**config.mk**
```make
export PLATFORM = sky130hd
export DESIGN_NAME = seq_detect_param
export DESIGN_NICKNAME = d
export VERILOG_FILES = /design/src/rtl/seq_detect_param.sv
export SDC_FILE = /design/constraint.sdc
export NUM_CORES = 1
export LEC_CHECK = 0
export CORE_AREA = 3 3 40 42
export CTS_CLUSTER_DIAMETER = 200
export DETAILED_ROUTE_END_ITERATION = 10
export DIE_AREA = 0 0 43 45
export SYNTH_ARGS = -nofsm -noshare
export SYNTH_HDL_FRONTEND = slang
export SYNTH_SLANG_ARGS = --single-unit
```
**constraint.sdc**
```tcl
create_clock -name clk -period 1.74 [get_ports clk]
set_input_delay 0.522 -clock clk [delete_from_list [all_inputs] [get_ports clk]]
set_output_delay 0.522 -clock clk [all_outputs]
set_load 0.01 [all_outputs]
```
**src/rtl/seq_detect_param.sv**
```systemverilog
// Serial-bit sequence detector: pulses y one cycle after the last PAT_W sampled bits equal PATTERN.
// Optional saturating match counter on port match_cnt when SEQ_DETECT_COUNT_EN is defined.
module seq_detect_param #(
    parameter int             PAT_W   = 4,
    parameter logic [PAT_W-1:0] PATTERN = 4'b1011,
    parameter int             CNT_W   = 8
) (
    input  logic             clk,
    input  logic             reset,
    input  logic             en,
    input  logic             x,
    input  logic             overlap,
    input  logic             clear,
    output logic             y,
    output logic             filled
`ifdef SEQ_DETECT_COUNT_EN
    ,
    output logic [CNT_W-1:0] match_cnt
`endif
);
    localparam int             FW   = $clog2(PAT_W + 1);
    localparam logic [FW-1:0]  FULL = FW'(PAT_W);
    localparam logic [FW-1:0]  LAST = FW'(PAT_W - 1);

    typedef enum logic [1:0] {IDLE, FILL, ARMED} state_t;

    state_t           state;
    logic [PAT_W-1:0] hist, nhist;
    logic [FW-1:0]    fcnt, fcnt_nx;
    logic             match;

    generate
        if (PAT_W == 1) begin : g_w1
            assign nhist = x;
        end else begin : g_wn
            assign nhist = {hist[PAT_W-2:0], x};
        end
    endgenerate

    // fcnt >= PAT_W-1 means this sample completes a full window
    assign match   = (fcnt >= LAST) && (nhist == PATTERN);
    assign fcnt_nx = (fcnt == FULL) ? fcnt : fcnt + FW'(1);
    assign filled  = (state == ARMED);

    always_ff @(posedge clk) begin
        if (!reset) begin
            hist  <= '0;
            fcnt  <= '0;
            state <= IDLE;
            y     <= 1'b0;
        end else if (clear) begin
            hist  <= '0;
            fcnt  <= '0;
            state <= IDLE;
            y     <= 1'b0;
        end else if (en) begin
            y <= match;
            if (match && !overlap) begin
                hist  <= '0;
                fcnt  <= '0;
                state <= IDLE;
            end else begin
                hist  <= nhist;
                fcnt  <= fcnt_nx;
                state <= (fcnt_nx == FULL) ? ARMED : FILL;
            end
        end else begin
            y <= 1'b0;
        end
    end

`ifdef SEQ_DETECT_COUNT_EN
    // Counts every match regardless of overlap mode; only reset zeroes it
    always_ff @(posedge clk) begin
        if (!reset)
            match_cnt <= '0;
        else if (!clear && en && match && (match_cnt != {CNT_W{1'b1}}))
            match_cnt <= match_cnt + CNT_W'(1);
    end
`endif

endmodule

```
==> out/qor.txt <==
Status -> completed
DR vias/cell -> 5.28
Final cycle utilization of the critical path -> 95.3%
CTS tree -> built
Num Clock Sinks -> 9
DP Area -> 671 um^2
CP Buf/Inv Count -> 1
Clock skew after layout -> 0.00943 ns
Area of the core -> 1280 um^2
Nets@finish -> 83
Initial antenna violation count -> 0
Post-synthesis sequential area ratio -> 33.8%
Slowest CP cell -> clkdlybuf4s50_1
Std cell rows -> 13
RSZ-0062 raised after global routing -> true
Vias after detailed routing -> 465
Worst setup EP type -> flip-flop
Worst path arrival time -> 1.80 ns
Gpl congestion -> 0.762
Crit-path leading delay family -> simple AND/OR/NAND/NOR gates
Synth Area per Inst -> 9.52 um^2
Post-DP HPWL -> 835 um
DRC -> 0
First-pass GRT wire length -> 1780 um
GRT Resource Usage Total -> 13.0%
Vias in the first global route -> 432
Post-synthesis cell count -> 56
Initial core utilization -> 41.5%
CTS max path bufs -> 2
Synth-to-layout area growth -> 31.5%
Max Clk Rate -> 0.603 GHz
Die W -> 43 um
LEAKAGE -> 0.000262 uW
Hold Path Depth -> 2
WHS -> 0.489 ns
Slew headroom -> 76.5%
Initial DRT Pass Iterations -> 4
Synth cell types -> 28
Max-Cap Viols -> 0
Crit-path cells -> clkdlybuf4s50_1, nand4b_1, nor4b_2, nor4_2
Setup Crit Path Kind -> primary input to flip-flop
Die H -> 45 um
CTS Root Cell -> clkbuf_4
Post-Syn Nets -> 65
Worst-path maximum fanout -> 6
Final max-slew violation count -> 0
Tightest Pin Transition -> 0.352 ns
Hold worst-path end -> hist[0]
N_diodes -> 0
Reg2Reg Depth -> 5
PortBufs -> 7
R2r setup slk -> 0.20 ns
Largest net degree at the start of global routing -> 9
Post-CTS Hold Buffers -> 0
Tot Pwr -> 441 uW
Crit path required time -> 1.88 ns
Cells after DPL -> 84
H-tree depth -> 1
Power per standard cell area -> 630 nW/um^2
ANT nets after route -> 0
Seq cells post-synth -> 9
HP Class -> flip-flop to flip-flop
GRT overflow -> 0
Post-route insts no fill -> 88
Clk slew on worst S/H paths -> 0.07 ns
Cts bufs inserted -> 3
Routed WL -> 1070 um
WL/cell -> 12.2 um
Clk Latency, worst-skew pair -> 0.27 ns
Tmin final -> 1.66 ns
Final setup viols -> 0
Final Hold Fails -> 0
Die area -> 1940 um^2
Worst setup SP type -> primary input
Crit Reg-Reg Startpoint -> fcnt[0]
YS warnings -> 0
Drt first-iter violations -> 8
Finished Cell Area -> 701 um^2
Max incr delay on CP -> 0.48 ns
Share of layout cells above drive strength 1 -> 21.9%
Peak VDD IR -> 0.326 mV
Post-Syn Area -> 533 um^2
RR Endpoint -> state[1]
Hold wc startpoint -> hist[0]
I/O Pins -> 8
[worst min-delay path: cells and delay by family (launching register included)]
family | cells | cell delay (ns)
DFF | 1 | 0.33
and+or+nand+nor | 1 | 0.07
AOI/OAI and AO/OA | 1 | 0.05
[synth_stat cells (all sizes together)]
cell	instances	area, um^2
dfxtp	9	180
nand2b	4	25.0
nor2	4	15.0
ha	3	37.5
inv	3	11.3
nor3	3	15.0
o311ai	3	26.3
a211oi	2	27.5
a21oi	2	10.0
mux2i	2	20.0
nand2	2	7.51
nand3b	2	15.0
nor2b	2	12.5
o31ai	2	15.0
a211o	1	8.76
a22o	1	10.0
a22oi	1	7.51
and2	1	6.26
and3b	1	8.76
and4bb	1	12.5
clkbuf	1	3.75
nand3	1	5.00
nand4b	1	8.76
nor4	1	12.5
nor4b	1	15.0
o221ai	1	8.76
or2b	1	7.51
[metrics by stage]
stage | utilization [%] | setup TNS (ns) | worst slack, ns
finish | 54.5 | 0 | 0.0825
global route | 54.5 | -0.0275 | -0.0151
CTS | 54.1 | 0 | 0.0677
detailed placement | 52.2 | -1.03 | -0.216
global placement | 52.2 | -0.957 | -0.173
floorplan | - | 0 | 0.258
[cell usage in the layout (no fill, tap or decap)]
cell             instances
nor2_1                   4
clkbuf_4                 3
nand3b_1                 2
o31ai_1                  2
or2b_1                   1
nor3_1                   2
buf_4                    7
and2_1                   1
nor3_2                   1
ha_1                     3
inv_1                    3
a211o_1                  1
o311ai_0                 1
nor4_2                   1
dlygate4sd2_1            1
o311ai_1                 2
a21oi_1                  2
dfxtp_1                  9
a22oi_1                  1
clkbuf_1                 1
clkdlybuf4s50_1          6
nand4b_1                 1
a22o_2                   1
nand3_1                  1
nor4b_2                  1
o221ai_1                 1
nand2b_1                 4
and4bb_2                 1
and3b_1                  1
mux2i_1                  2
nand2_1                  2
nor2b_1                  2
a211oi_4                 1
a211oi_1                 1
[sequential cells by signal, summed over array words and instances (netlist names)]
signal  cells
fcnt        3
hist        3
state       2
y           1
[where the power goes]
| part | leakage, uW | total [uW] | switching [uW] | internal (uW) |
|---|---|---|---|---|
| sequential | 0.0000730 | 214 | 3.26 | 210 |
| combinational | 0.000174 | 59.7 | 27.5 | 32.2 |
| clock | 0.0000150 | 168 | 79.5 | 88.6 |
[cells by family (layout without fill, tap and decap cells)]
| family | after synthesis | after routing | share of synthesized area, % |
|---|---|---|---|
| simple gates | 25 | 25 | 31.2 |
| compound gates | 13 | 13 | 21.4 |
| flops | 9 | 9 | 33.8 |
| buf+inv | 4 | 21 | 2.82 |
| fa+ha+maj | 3 | 3 | 7.04 |
| mux | 2 | 2 | 3.76 |
[metal layers]
layer	vias up	GRT usage (%)	wire length [um]
met5	-	0	0
met4	0	10.8	40
met3	5	3.59	44
met2	10	18.3	452
met1	204	16.5	535
li1	246	-	-
[cell type report]
| class | instances | area (um^2) |
|---|---|---|
| clock buffer | 4 | 26.3 |
| fill | 110 | 584 |
| inverter | 3 | 11.3 |
| multi-input combinational | 43 | 343 |
| sequential | 9 | 180 |
| tap | 15 | 18.8 |
| timing repair buffer | 14 | 121 |
[worst max path at each step]
stage	slack [ns]	cells past startpoint	end	from
4_1_cts	0.07	4	fcnt[0]	x
6_report	0.08	4	fcnt[1]	x
3_3_place_gp	-0.17	4	fcnt[0]	x
5_1_grt	-0.02	4	fcnt[1]	x
2_1_floorplan	0.26	5	state[1]	fcnt[0]
3_5_place_dp	-0.22	4	fcnt[0]	x
[what timing repair did]
| action | 4_1_cts | 5_1_grt |
|---|---|---|
| setup buffers | 0 | 0 |
| gates cloned | 0 | 0 |
| gates resized for setup | 1 | 3 |
| setup endpoints to repair | 1 | 1 |
(Power assumes the default switching activity.)
